File: src/rtl/countdown_time_setter_if.sv
// Start/abort handshake between the time setter (initiator) and the countdown controller.
interface countdown_time_setter_if;
  logic start;
  logic end_timer;
  logic counting;
  logic done;

  modport master (
    output start,
    output end_timer,
    input  counting,
    input  done
  );

  modport slave (
    input  start,
    input  end_timer,
    output counting,
    output done
  );
endinterface

File: src/rtl/countdown_time_setter.sv
// User-input front end for the countdown controller: debounces four buttons, edits the
// preset and issues one-cycle start/end_timer pulses.
// Optional macro AUTO_REPEAT_EN: held inc/dec auto-repeats in EDIT (0.5 s first, then 0.1 s).
module countdown_time_setter #(
  parameter int unsigned DEBOUNCE_CYCLES = 2_000_000,
  parameter int unsigned MIN_TIME        = 1,
  parameter int unsigned MAX_TIME        = 15,
  parameter int unsigned DEFAULT_TIME    = 10,
  parameter int unsigned ACK_TIMEOUT     = 16
) (
  input  logic                           clk,
  input  logic                           rst_n,
  input  logic                           btn_inc_i,
  input  logic                           btn_dec_i,
  input  logic                           btn_confirm_i,
  input  logic                           btn_clear_i,
  countdown_time_setter_if.master        ctl_if,
  output logic [7:0]                     countdown_time_o,
  output logic                           edit_mode_o,
  output logic                           finished_o
);

  localparam int unsigned DbW  = (DEBOUNCE_CYCLES > 1) ? $clog2(DEBOUNCE_CYCLES) : 1;
  localparam int unsigned AckW = (ACK_TIMEOUT > 1) ? $clog2(ACK_TIMEOUT) : 1;
  localparam logic [DbW-1:0]  DbMax  = DbW'(DEBOUNCE_CYCLES - 1);
  localparam logic [AckW-1:0] AckMax = AckW'(ACK_TIMEOUT - 1);
  localparam logic [7:0]      MinT   = 8'(MIN_TIME);
  localparam logic [7:0]      MaxT   = 8'(MAX_TIME);
  localparam logic [7:0]      DefT   = 8'(DEFAULT_TIME);

  // Button bit order: 0 inc, 1 dec, 2 confirm, 3 clear.
  localparam int unsigned BInc = 0;
  localparam int unsigned BDec = 1;
  localparam int unsigned BCnf = 2;
  localparam int unsigned BClr = 3;

  typedef enum logic [1:0] {StEdit, StWaitAck, StRun, StFinish} state_e;

  logic [3:0]     raw;
  logic [3:0]     sync1_q, sync2_q, db_q, db_prev_q;
  logic [DbW-1:0] db_cnt_q [4];
  logic [3:0]     press;

  state_e          state_q, state_d;
  logic [7:0]      preset_q, preset_d;
  logic [AckW-1:0] ack_cnt_q, ack_cnt_d;
  logic            start_q, start_d;
  logic            end_q, end_d;
  logic            finished_q, finished_d;

  assign raw = {btn_clear_i, btn_confirm_i, btn_dec_i, btn_inc_i};

  // Synchronise raw buttons, then accept a level only after it has been stable long enough.
  always_ff @(posedge clk or negedge rst_n) begin
    if (!rst_n) begin
      sync1_q   <= '0;
      sync2_q   <= '0;
      db_q      <= '0;
      db_prev_q <= '0;
      for (int i = 0; i < 4; i++) db_cnt_q[i] <= '0;
    end else begin
      sync1_q   <= raw;
      sync2_q   <= sync1_q;
      db_prev_q <= db_q;
      for (int i = 0; i < 4; i++) begin
        if (sync2_q[i] == db_q[i]) begin
          db_cnt_q[i] <= '0;
        end else if (db_cnt_q[i] == DbMax) begin
          db_q[i]     <= sync2_q[i];
          db_cnt_q[i] <= '0;
        end else begin
          db_cnt_q[i] <= db_cnt_q[i] + 1'b1;
        end
      end
    end
  end

`ifdef AUTO_REPEAT_EN
  localparam int unsigned RepW = 26;
  localparam logic [RepW-1:0] RepFirst = RepW'(50_000_000 - 1);
  localparam logic [RepW-1:0] RepNext  = RepW'(10_000_000 - 1);

  logic [RepW-1:0] rep_cnt_q;
  logic            rep_armed_q;
  logic            rep_hold;
  logic            rep_pulse;
  logic [RepW-1:0] rep_limit;

  // Exactly one of inc/dec held in EDIT keeps the repeat timer running.
  assign rep_hold  = (state_q == StEdit) && (db_q[BInc] ^ db_q[BDec]);
  assign rep_limit = rep_armed_q ? RepNext : RepFirst;
  assign rep_pulse = rep_hold && (rep_cnt_q == rep_limit);

  // Repeat timer: long first interval, shorter ones after.
  always_ff @(posedge clk or negedge rst_n) begin
    if (!rst_n) begin
      rep_cnt_q   <= '0;
      rep_armed_q <= 1'b0;
    end else if (!rep_hold) begin
      rep_cnt_q   <= '0;
      rep_armed_q <= 1'b0;
    end else if (rep_pulse) begin
      rep_cnt_q   <= '0;
      rep_armed_q <= 1'b1;
    end else begin
      rep_cnt_q <= rep_cnt_q + 1'b1;
    end
  end

  assign press = (db_q & ~db_prev_q) | {2'b00, {2{rep_pulse}} & db_q[1:0]};
`else
  assign press = db_q & ~db_prev_q;
`endif

  // Next-state and output decode; clear beats confirm beats inc/dec.
  always_comb begin
    state_d    = state_q;
    preset_d   = preset_q;
    ack_cnt_d  = ack_cnt_q;
    start_d    = 1'b0;
    end_d      = 1'b0;
    finished_d = finished_q;
    unique case (state_q)
      StEdit: begin
        ack_cnt_d = '0;
        if (press[BClr]) begin
          preset_d = DefT;
        end else if (press[BCnf]) begin
          start_d = 1'b1;
          state_d = StWaitAck;
        end else if (press[BInc] && !press[BDec]) begin
          if (preset_q < MaxT) preset_d = preset_q + 8'd1;
        end else if (press[BDec] && !press[BInc]) begin
          if (preset_q > MinT) preset_d = preset_q - 8'd1;
        end
      end
      StWaitAck: begin
        if (ctl_if.counting) begin
          state_d = StRun;
        end else if (ack_cnt_q == AckMax) begin
          state_d = StEdit;
        end else begin
          ack_cnt_d = ack_cnt_q + 1'b1;
        end
      end
      StRun: begin
        // done arrives with counting falling, so it must be tested first.
        if (ctl_if.done) begin
          finished_d = 1'b1;
          state_d    = StFinish;
        end else if (!ctl_if.counting) begin
          state_d = StEdit;
        end else if (press[BCnf]) begin
          end_d = 1'b1;
        end
      end
      StFinish: begin
        if (|press) begin
          finished_d = 1'b0;
          state_d    = StEdit;
        end
      end
      default: state_d = StEdit;
    endcase
  end

  // State and output registers.
  always_ff @(posedge clk or negedge rst_n) begin
    if (!rst_n) begin
      state_q    <= StEdit;
      preset_q   <= DefT;
      ack_cnt_q  <= '0;
      start_q    <= 1'b0;
      end_q      <= 1'b0;
      finished_q <= 1'b0;
    end else begin
      state_q    <= state_d;
      preset_q   <= preset_d;
      ack_cnt_q  <= ack_cnt_d;
      start_q    <= start_d;
      end_q      <= end_d;
      finished_q <= finished_d;
    end
  end

  assign ctl_if.start     = start_q;
  assign ctl_if.end_timer = end_q;
  assign countdown_time_o = preset_q;
  assign edit_mode_o      = (state_q == StEdit);
  assign finished_o       = finished_q;

endmodule

File: src/flat_wrapper.sv
// flat-port wrapper written by rule: the top's interface ports become plain ports
module countdown_time_setter_flat 
#(
  parameter int unsigned DEBOUNCE_CYCLES = 2_000_000,
  parameter int unsigned MIN_TIME        = 1,
  parameter int unsigned MAX_TIME        = 15,
  parameter int unsigned DEFAULT_TIME    = 10,
  parameter int unsigned ACK_TIMEOUT     = 16
)
  (clk, rst_n, btn_inc_i, btn_dec_i, btn_confirm_i, btn_clear_i, countdown_time_o, edit_mode_o, finished_o, ctl_if_start, ctl_if_end_timer, ctl_if_counting, ctl_if_done);
  countdown_time_setter_if ctl_if_i ();
  input  logic clk;
  input  logic rst_n;
  input  logic btn_inc_i;
  input  logic btn_dec_i;
  input  logic btn_confirm_i;
  input  logic btn_clear_i;
  output logic [7:0] countdown_time_o;
  output logic edit_mode_o;
  output logic finished_o;
  output wire logic [$bits(ctl_if_i.start)-1:0] ctl_if_start;
  output wire logic [$bits(ctl_if_i.end_timer)-1:0] ctl_if_end_timer;
  input wire logic [$bits(ctl_if_i.counting)-1:0] ctl_if_counting;
  input wire logic [$bits(ctl_if_i.done)-1:0] ctl_if_done;
  assign ctl_if_start = ctl_if_i.start;
  assign ctl_if_end_timer = ctl_if_i.end_timer;
  assign ctl_if_i.counting = ctl_if_counting;
  assign ctl_if_i.done = ctl_if_done;
  countdown_time_setter #(.DEBOUNCE_CYCLES(DEBOUNCE_CYCLES), .MIN_TIME(MIN_TIME), .MAX_TIME(MAX_TIME), .DEFAULT_TIME(DEFAULT_TIME), .ACK_TIMEOUT(ACK_TIMEOUT)) u_core (.clk(clk), .rst_n(rst_n), .btn_inc_i(btn_inc_i), .btn_dec_i(btn_dec_i), .btn_confirm_i(btn_confirm_i), .btn_clear_i(btn_clear_i), .ctl_if(ctl_if_i), .countdown_time_o(countdown_time_o), .edit_mode_o(edit_mode_o), .finished_o(finished_o));
endmodule
File: config.mk
export PLATFORM = sky130hd
export DESIGN_NAME = countdown_time_setter_flat
export DESIGN_NICKNAME = d
export VERILOG_FILES = /design/src/rtl/countdown_time_setter_if.sv /design/src/rtl/countdown_time_setter.sv /design/src/flat_wrapper.sv
export SDC_FILE = /design/constraint.sdc
export NUM_CORES = 1
export LEC_CHECK = 0
export CAP_MARGIN = 20
export CELL_PAD_IN_SITES_DETAIL_PLACEMENT = 0
export CELL_PAD_IN_SITES_GLOBAL_PLACEMENT = 1
export CORE_AREA = 2 2 103 145
export CTS_CLUSTER_DIAMETER = 200
export DETAILED_ROUTE_END_ITERATION = 16
export DIE_AREA = 0 0 105 147
export DONT_BUFFER_PORTS = 1
export PLACE_DENSITY = 0.72
export SETUP_SLACK_MARGIN = 0.05
export SLEW_MARGIN = 40
export SYNTH_ARGS = -nofsm -noshare
export SYNTH_HDL_FRONTEND = slang
export SYNTH_SLANG_ARGS = --single-unit
File: constraint.sdc
create_clock -name clk -period 5.74 [get_ports clk]
set_input_delay 1.148 -clock clk [delete_from_list [all_inputs] [get_ports clk]]
set_output_delay 1.148 -clock clk [all_outputs]
set_load 0.01 [all_outputs]
==> results of run 1 <==
metal layers:
metal  share of wire, %  global-route usage [%]  up-vias
li1                   -                       -     1933
met1                 44                   17.82     1949
met2                 50                   25.23       59
met3                3.8                   5.058       15
met4                1.4                   6.200        0
met5                  0                       0        -
layout make-up:
type                            instances  area (µm²)  area share [%]
Clock buffer                           23       488.0           7.653
Clock inverter                          9       147.6           2.316
Inverter                               13       48.80          0.7653
Multi-Input combinational cell        415        2525           39.60
Sequential cell                       117        2930           45.96
Tap cell                              189       236.5           3.709
flip-flops by register name, indices dropped and copies added (netlist names), 2 cells and up:
signal and count:
u_core.sync2_q 4, u_core.db_cnt_q 84, u_core.db_q 4, u_core.countdown_time_o 8, u_core.db_prev_q 4, u_core.ack_cnt_q 4, u_core.state_q 2, u_core.sync1_q 4
logic make-up after synthesis:
| group | after synthesis |
|---|---|
| mux | 5 |
| flops | 117 |
| xor+xnor | 82 |
| buf+inv | 31 |
| compound gates | 28 |
| fa+ha+maj | 10 |
| simple gates | 290 |
per-stage QoR:
stage                     instance area (µm²)   power, W  std cells  worst slack (ns)  utilization (%)
after global placement                   5729  0.0008849        734             3.509            40.39
after global routing                     6376   0.002064        766             2.910            44.95
after CTS                                6365   0.002027        766             3.011            44.87
after detailed placement                 5729  0.0008858        734             3.465            40.39
after floorplan                          5587  0.0008795        563             3.488                -
final                                    6376   0.001999        766             3.027            44.95
path summary, 6_finish.rpt:
check                                       start                          to  slack [ns]  cells after the start
worst max register to register     u_core.db_q[0]  u_core.countdown_time_o[7]        3.52                      8
worst min register to register  u_core.sync1_q[3]           u_core.sync2_q[3]        0.35                      0
max in group asynchronous                   rst_n  u_core.countdown_time_o[1]        5.07                      0
min in group asynchronous                   rst_n         u_core.db_cnt_q[13]        0.42                      0
worst min-delay path            u_core.sync1_q[3]           u_core.sync2_q[3]        0.35                      0
worst max-delay path            u_core.state_q[1]                 edit_mode_o        3.03                      2
power by group through the flow:
| stage | logic [W] | registers (W) | clock network (W) |
|---|---|---|---|
| floorplan | 0.0000226 | 0.000857 | 0 |
| global placement | 0.0000261 | 0.000859 | 0 |
| detailed placement | 0.0000266 | 0.000859 | 0 |
| CTS | 0.0000268 | 0.000845 | 0.00116 |
| global route | 0.0000312 | 0.000846 | 0.00119 |
| finish | 0.0000265 | 0.000845 | 0.00113 |
layout by cell type (no fill, tap or decap), types with 5 or more instances in the layout:
master / instances
and3_1: 9
or2_2: 6
ha_1: 10
and4_1: 9
dfrtp_1: 115
nand2b_1: 5
a21oi_1: 7
nand4_1: 29
nand3_1: 39
inv_1: 13
nand2_1: 44
xor2_1: 57
nor3_1: 9
nor4_1: 9
or4_1: 5
nor2_1: 110
xnor2_1: 25
o21ai_0: 5
clkbuf_16: 17
==> summary.txt, run 1 <==
Status: completed
Setup violations, final: 0
Adder-cell share of the synthesized area: 2.240%
Die area: 15440 µm²
Net switching power: 0.0003854 W
Die height: 147 µm
Layout area overhead: 14.13%
CP Capture Type: output port
Measured slew at the worst slew-check pin: 0.7807 ns
Critical path's slowest cell: dfrtp_1
Final TNS setup: 0 ns
Critical setup path kind: flip-flop to output port
Num Clock Sinks: 117
Final Wtd Congestion: 0.7789
Cells after Synth: 563
Row Count: 52
Synth top area share: 51.51%
CTS-repair resized insts: 0
Pins Over Slew Limit: 0
DRT antenna net count: 0
Detailed Route WL: 10.49 mm
IO Port Bufs: 0
Fillers: 1410
RSZ-0062 raised after global routing: no
CTS hold repair buffers: 0
Synth area leaders: dfrtp_1 52%, xor2_1 8.9%, nor2_1 7.4%
Gate power share: 1.3%
Dpl hpwl: 6.870 mm
Main synth FF type: dfrtp_1
Initial DRC Count: 189
Total grt overflow: 0
Clk buf depth: 2
Max Cap Viol: 0
Antenna Cells: 0
Synth warn: 0
Starting Density: 39.39%
Pleak: 2.744 nW
Slew headroom: 47.48%
Largest stage delay, worst path: 0.51 ns
Crit path required time: 4.59 ns
Async set-reset flop share out of synthesis: 100.0%
FF+latch count, synth: 117
Clock power frac: 56.4%
Portion of netlist area occupied by mux cells: 0.9854%
Root buffer cell: clkbuf_16
Layout cell share with drive strength beyond 1: 8.492%
Drc violations: 0
HP Class: flip-flop to flip-flop
TritonCTS clock tree: built
Reg clk slew, reported paths: 0.05 ns
WL/cell: 13.69 µm
Post-Syn Nets: 581
CP Launch Type: flip-flop
IO Pins: 20
Hold Vio Cnt, Final: 0
Worst skew pair latency: 0.42 ns
Mean Syn Cell Area: 9.923 µm²
Largest family of logic cells by synthesized area: simple AND/OR/NAND/NOR gates
Vias/cell: 5.164
CORE AREA: 14180 µm²
Commonest cells post-synth: 115 x dfrtp_1, 110 x nor2_1, 57 x xor2_1
CP cell instances: or2_2, inv_1
Hold_ws: 0.3480 ns
Minimum clock period: 2.713 ns
Synth cell types: 46
Post-synth EDFFs: 0
Synth Area in Compound Gates: 3.337%
Antenna violations before repair: 0
Worst path bufs/invs: 1
VDD IR max: 0.1834 mV
DRT Pass-1 Iters: 4
Seq/Total Area, Yosys: 52.45%
Count leader, synth: dfrtp_1
Seq pwr share: 42.3%
Area leader, netlist: dfrtp_1
Post-CTS setup buffer count: 0
Top delay family on crit path: flip-flops
Int Power: 0.001614 W
Post-Synth XOR/XNOR Area: 12.86%
Switching share of power: 19.28%
First-pass GRT wire length: 18.73 mm
PwrDens: 313.5 nW/µm²
Final period util: 47.26%
Vias: 3956
Vias in the first global route: 4033
H-tree depth: 4
Fmax achieved: 368.6 MHz
Final net count: 582
Simple-Gate Fraction of Synth Area: 25.58%
Data arrival, critical path: 1.56 ns
Total CTS buffers: 17
Worst-path fanout max: 14
Largest net degree at the start of global routing: 118
Synthesized area: 5587 µm²
DIE WIDTH: 105 µm
Total GRT Usage: 15.10%
Clock Skew: 0.009400 ns
Note: power is estimated with default switching activity, not from simulation.
==> run 2: changes to the inputs <==
==> constraint.sdc (replaced) <==
create_clock -name clk -period 2.8 [get_ports clk]
set_input_delay 0.56 -clock clk [delete_from_list [all_inputs] [get_ports clk]]
set_output_delay 0.56 -clock clk [all_outputs]
set_load 0.01 [all_outputs]
==> run 2 against run 1 <==
  * The run now ends with hold timing left
  * Critical path type is now flip-flop to flip-flop
  * Highest routed layer unchanged
  * Via count unchanged
  * Core utilization is 0.24 points higher
  * Clock power is 120% higher
  * Worst setup slack got worse by 2.5 ns
  * Clock-buffer cell count did not move
  * Critical path depth rose by 6
  * Combinational power up 110%
==> summary.txt, run 2 (synthesis results as in run 1) <==
Status: finished with violations
Failing checks: hold timing
Die area: 15440 µm²
Worst r2r path cells: 8
Largest stage delay, worst path: 0.56 ns
DRT antenna net count: 0
Final Wtd Congestion: 0.7942
Pins Over Slew Limit: 0
Clock Skew: 0.009765 ns
Layout cell share with drive strength beyond 1: 8.117%
Most flops, register: u_core.db_cnt_q
Worst slack at placement: 0.5840 ns
Hold Vio Cnt, Final: 115
DIE WIDTH: 105 µm
Reg clk slew, reported paths: 0.05 ns
CTS-repair resized insts: 0
Initial DRC Count: 142
Slew headroom: 46.79%
Cell mode on critical path: or4_1
Layout area overhead: 14.74%
TritonCTS clock tree: built
Final net count: 584
Worst skew pair latency: 0.41 ns
Placed cell area: 5744 µm²
Total CTS buffers: 17
CP Capture Type: flip-flop
Fmax achieved: 446.5 MHz
VDD IR max: 0.3557 mV
H-tree depth: 4
DRT Pass-1 Iters: 4
Register area: 2930 µm²
Final period util: 79.99%
Root buffer cell: clkbuf_16
Total grt overflow: 0
Hold_ws: -0.1585 ns
Worst-path fanout max: 7
IO Pins: 20
Reg2reg start: u_core.db_q[0]
Drc violations: 0
CORE AREA: 14180 µm²
Total GRT Usage: 14.70%
Fillers: 1368
Top delay family on crit path: simple AND/OR/NAND/NOR gates
Max FFs per register: 84
PwrDens: 659.8 nW/µm²
Vias: 3956
Multi-input logic area: 2514 µm²
Commonest cells after routing, fill and taps aside: 115 x dfrtp_1, 110 x nor2_1, 57 x xor2_1, 44 x nand2_1, 39 x nand3_1
Data arrival, critical path: 2.58 ns
Critical path's slowest cell: or4_1
R2r endpoint: u_core.countdown_time_o[7]
Dpl hpwl: 6.858 mm
Critical setup path kind: flip-flop to flip-flop
Setup violations, final: 0
Antenna violations before repair: 0
Minimum clock period: 2.240 ns
CP Launch Type: flip-flop
Largest net degree at the start of global routing: 118
Commonest non-fill, non-tap cell in the layout: dfrtp_1
HP Class: input pin to asynchronous set/reset pin
R2R setup slack: 0.56 ns
RSZ-0062 raised after global routing: no
Measured slew at the worst slew-check pin: 0.7908 ns
CP cell instances: nand2b_1, inv_1, ha_1, or4_1, nor2_1, a21oi_1, or4_1, nand3_1
Antenna Cells: 0
Final TNS setup: 0 ns
Vias/cell: 5.151
Detailed Route WL: 10.35 mm
Die height: 147 µm
WL/cell: 13.48 µm
Max Cap Viol: 0
Starting Density: 39.39%
Vias in the first global route: 3952
Post-route cell area: 6410 µm²
Crit path required time: 3.14 ns
Setup ws final: 0.5602 ns
First-pass GRT wire length: 18.33 mm
Num Clock Sinks: 117
Worst path bufs/invs: 1
Clk buf depth: 2
Pleak: 2.763 nW
Row Count: 52
IO Port Bufs: 0
==> run 2: final cells by class <==
| class | instances | area share (%) |
|---|---|---|
| multi-input cells | 415 | 39.22 |
| repair buffers | 2 | 0.2342 |
| flip-flops and latches | 117 | 45.72 |
| clock inverters | 9 | 3.084 |
| well taps | 189 | 3.689 |
| inverters | 13 | 0.7613 |
| clock buffers | 23 | 7.300 |
==> run 2: through the flow <==
step           instances  util (%)  total power (W)
2_1_floorplan        563         -         0.001803
3_3_place_gp         736     40.50         0.001816
3_5_place_dp         736     40.50         0.001818
4_1_cts              768     45.19         0.004305
5_1_grt              768     45.19         0.004377
6_report             768     45.19         0.004229
==> run 2: worst max-delay path by stage <==
stage	start	to	cells after the start
2_1_floorplan	u_core.db_q[0]	u_core.countdown_time_o[7]	9
3_3_place_gp	u_core.db_q[0]	u_core.countdown_time_o[7]	8
3_5_place_dp	u_core.db_q[0]	u_core.countdown_time_o[7]	8
4_1_cts	u_core.db_q[0]	u_core.countdown_time_o[7]	8
5_1_grt	u_core.db_q[0]	u_core.countdown_time_o[5]	8
6_report	u_core.db_q[0]	u_core.countdown_time_o[7]	8
==> run 2: power by group <==
part	switching, W	leakage, nW	internal (W)	total [W]
Clock	0.000729	0.321	0.00171	0.00244
Sequential	0.0000200	1.59	0.00171	0.00173
Combinational	0.0000345	0.848	0.0000201	0.0000547
==> run 2: layer usage <==
layer  routed length, µm  vias up  global-route usage [%]
met5                   0        -                       0
met2                5146       50                   24.61
met4                 243        0                   7.467
met1                4616     1944                   17.42
li1                    -     1944                       -
met3                 344       18                   3.771
==> run 2: what timing repair did <==
item | 4_1_cts | 5_1_grt
buffers inserted | 0 | 0
endpoints found under the hold margin | 117 | 115
setup endpoints to repair | 0 | 0
==> run 3: changes to the inputs <==
==> constraint.sdc (replaced) <==
create_clock -name clk -period 2.18 [get_ports clk]
set_input_delay 0.436 -clock clk [delete_from_list [all_inputs] [get_ports clk]]
set_output_delay 0.436 -clock clk [all_outputs]
set_load 0.01 [all_outputs]
==> run 3 against run 2 <==
  * The flow still finishes with violations (hold timing)
  * Die area unchanged
  * Clock skew shrank 0.0024 ns
  * Register-to-register slack got worse by 0.41 ns
  * Design area is 1.8% higher
  * Final cell count grew 2.3%
==> summary.txt, run 3 (synthesis results as in run 1) <==
Detailed Route WL: 10.37 mm
Largest net degree at the start of global routing: 118
Hold Vio Cnt, Final: 117
DRT antenna net count: 0
Max FFs per register: 84
Post-CTS setup buffer count: 0
First-pass GRT wire length: 18.31 mm
Slew headroom: 74.67%
Hold_ws: -0.2768 ns
Most flops, register: u_core.db_cnt_q
Final net count: 602
IO Pins: 20
Worst setup path start: u_core.db_q[0]
IO Port Bufs: 0
Total GRT Usage: 14.64%
Dpl hpwl: 6.851 mm
Failing checks: hold timing
Final TNS setup: 0 ns
Max Cap Viol: 0
Final period util: 92.95%
Worst r2r path cells: 8
Antenna violations before repair: 0
Worst path bufs/invs: 1
Total grt overflow: 0
Pins Over Slew Limit: 0
Vias: 3899
RSZ-0062 raised after global routing: no
Critical setup path kind: flip-flop to flip-flop
Setup violations, final: 0
Measured slew at the worst slew-check pin: 0.3764 ns
Crit path to: u_core.countdown_time_o[7]
H-tree depth: 4
Commonest cells after routing, fill and taps aside: 115 x dfrtp_1, 109 x nor2_1, 57 x xor2_1, 44 x nand2_1, 39 x nand3_1
Fillers: 1394
Die height: 147 µm
Starting Density: 39.39%
Status: finished with violations
DIE WIDTH: 105 µm
Vias/cell: 4.961
Worst slack at placement: 0.1110 ns
Largest stage delay, worst path: 0.50 ns
TritonCTS clock tree: built
Crit path required time: 2.53 ns
Drc violations: 0
Final Wtd Congestion: 0.7695
Root buffer cell: clkbuf_16
HP Class: input pin to asynchronous set/reset pin
Pleak: 2.844 nW
Top delay family on crit path: simple AND/OR/NAND/NOR gates
Fin util: 46.00%
Fmax achieved: 493.5 MHz
DRT Pass-1 Iters: 4
Row Count: 52
Layout area overhead: 16.80%
Minimum clock period: 2.026 ns
R2R setup slack: 0.15 ns
Setup ws final: 0.1536 ns
Commonest non-fill, non-tap cell in the layout: dfrtp_1
R2r endpoint: u_core.countdown_time_o[7]
PwrDens: 809.0 nW/µm²
Initial DRC Count: 197
CORE AREA: 14180 µm²
Worst skew pair latency: 0.41 ns
CP Launch Type: flip-flop
VDD IR max: 0.4173 mV
Clk buf depth: 2
Critical path's slowest cell: or4_4
CP Capture Type: flip-flop
Total CTS buffers: 17
Reg2reg start: u_core.db_q[0]
Clock Skew: 0.007343 ns
Die area: 15440 µm²
Worst-path fanout max: 4
Critical path depth in cells: 8
Reg clk slew, reported paths: 0.05 ns
CP cell instances: nand2b_1, inv_1, ha_2, or4_4, nor2_2, a21oi_1, or4_1, nand3_1
Num Clock Sinks: 117
Data arrival, critical path: 2.37 ns
Vias in the first global route: 4046
WL/cell: 13.20 µm
Antenna Cells: 0
Layout cell share with drive strength beyond 1: 11.56%
-- run 3: area by class of cell --
class	count	area [µm²]	share of cell area, %
clock buffers	22	454.2	6.961
clock inverters	10	177.7	2.723
inverters	13	48.80	0.7478
flip-flops and latches	117	2930	44.91
repair buffers	20	150.1	2.301
multi-input cells	415	2527	38.73
well taps	189	236.5	3.624
-- run 3: through the flow --
stage | cells | area, µm² | power, W
after global placement | 754 | 5883 | 0.002332
after CTS | 786 | 6515 | 0.005353
final | 786 | 6525 | 0.005278
after detailed placement | 754 | 5883 | 0.002334
after global routing | 786 | 6525 | 0.005460
after floorplan | 563 | 5590 | 0.002316
-- run 3: repair_timing --
action	4_1_cts	5_1_grt
endpoints found under the hold margin	117	117
resized for setup	0	4
setup endpoints to repair	0	14
-- run 3: worst min path at each step --
stage | endpoint | cells past startpoint | slack [ns]
2_1_floorplan | u_core.ack_cnt_q[0] | 0 | 0.14
3_3_place_gp | u_core.db_cnt_q[13] | 0 | 0.14
3_5_place_dp | u_core.db_cnt_q[12] | 0 | 0.15
4_1_cts | u_core.db_cnt_q[14] | 0 | -0.30
5_1_grt | u_core.db_cnt_q[15] | 0 | -0.30
6_report | u_core.db_cnt_q[16] | 0 | -0.28
-- run 3: per-layer routing --
layer / wire [µm] / up-vias / global-route usage [%]
met2: 5220 / 47 / 24.84
met4: 192 / 0 / 7.067
met1: 4668 / 1860 / 17.13
met5: 0 / - / 0
met3: 292 / 16 / 3.904
li1: - / 1976 / -
-- run 3: report_power, final --
group          switching (W)  internal, W  leakage, nW  total (W)
Combinational      0.0000443    0.0000277        0.942  0.0000720
Clock               0.000934      0.00205        0.308    0.00298
Sequential         0.0000246      0.00220         1.59    0.00223
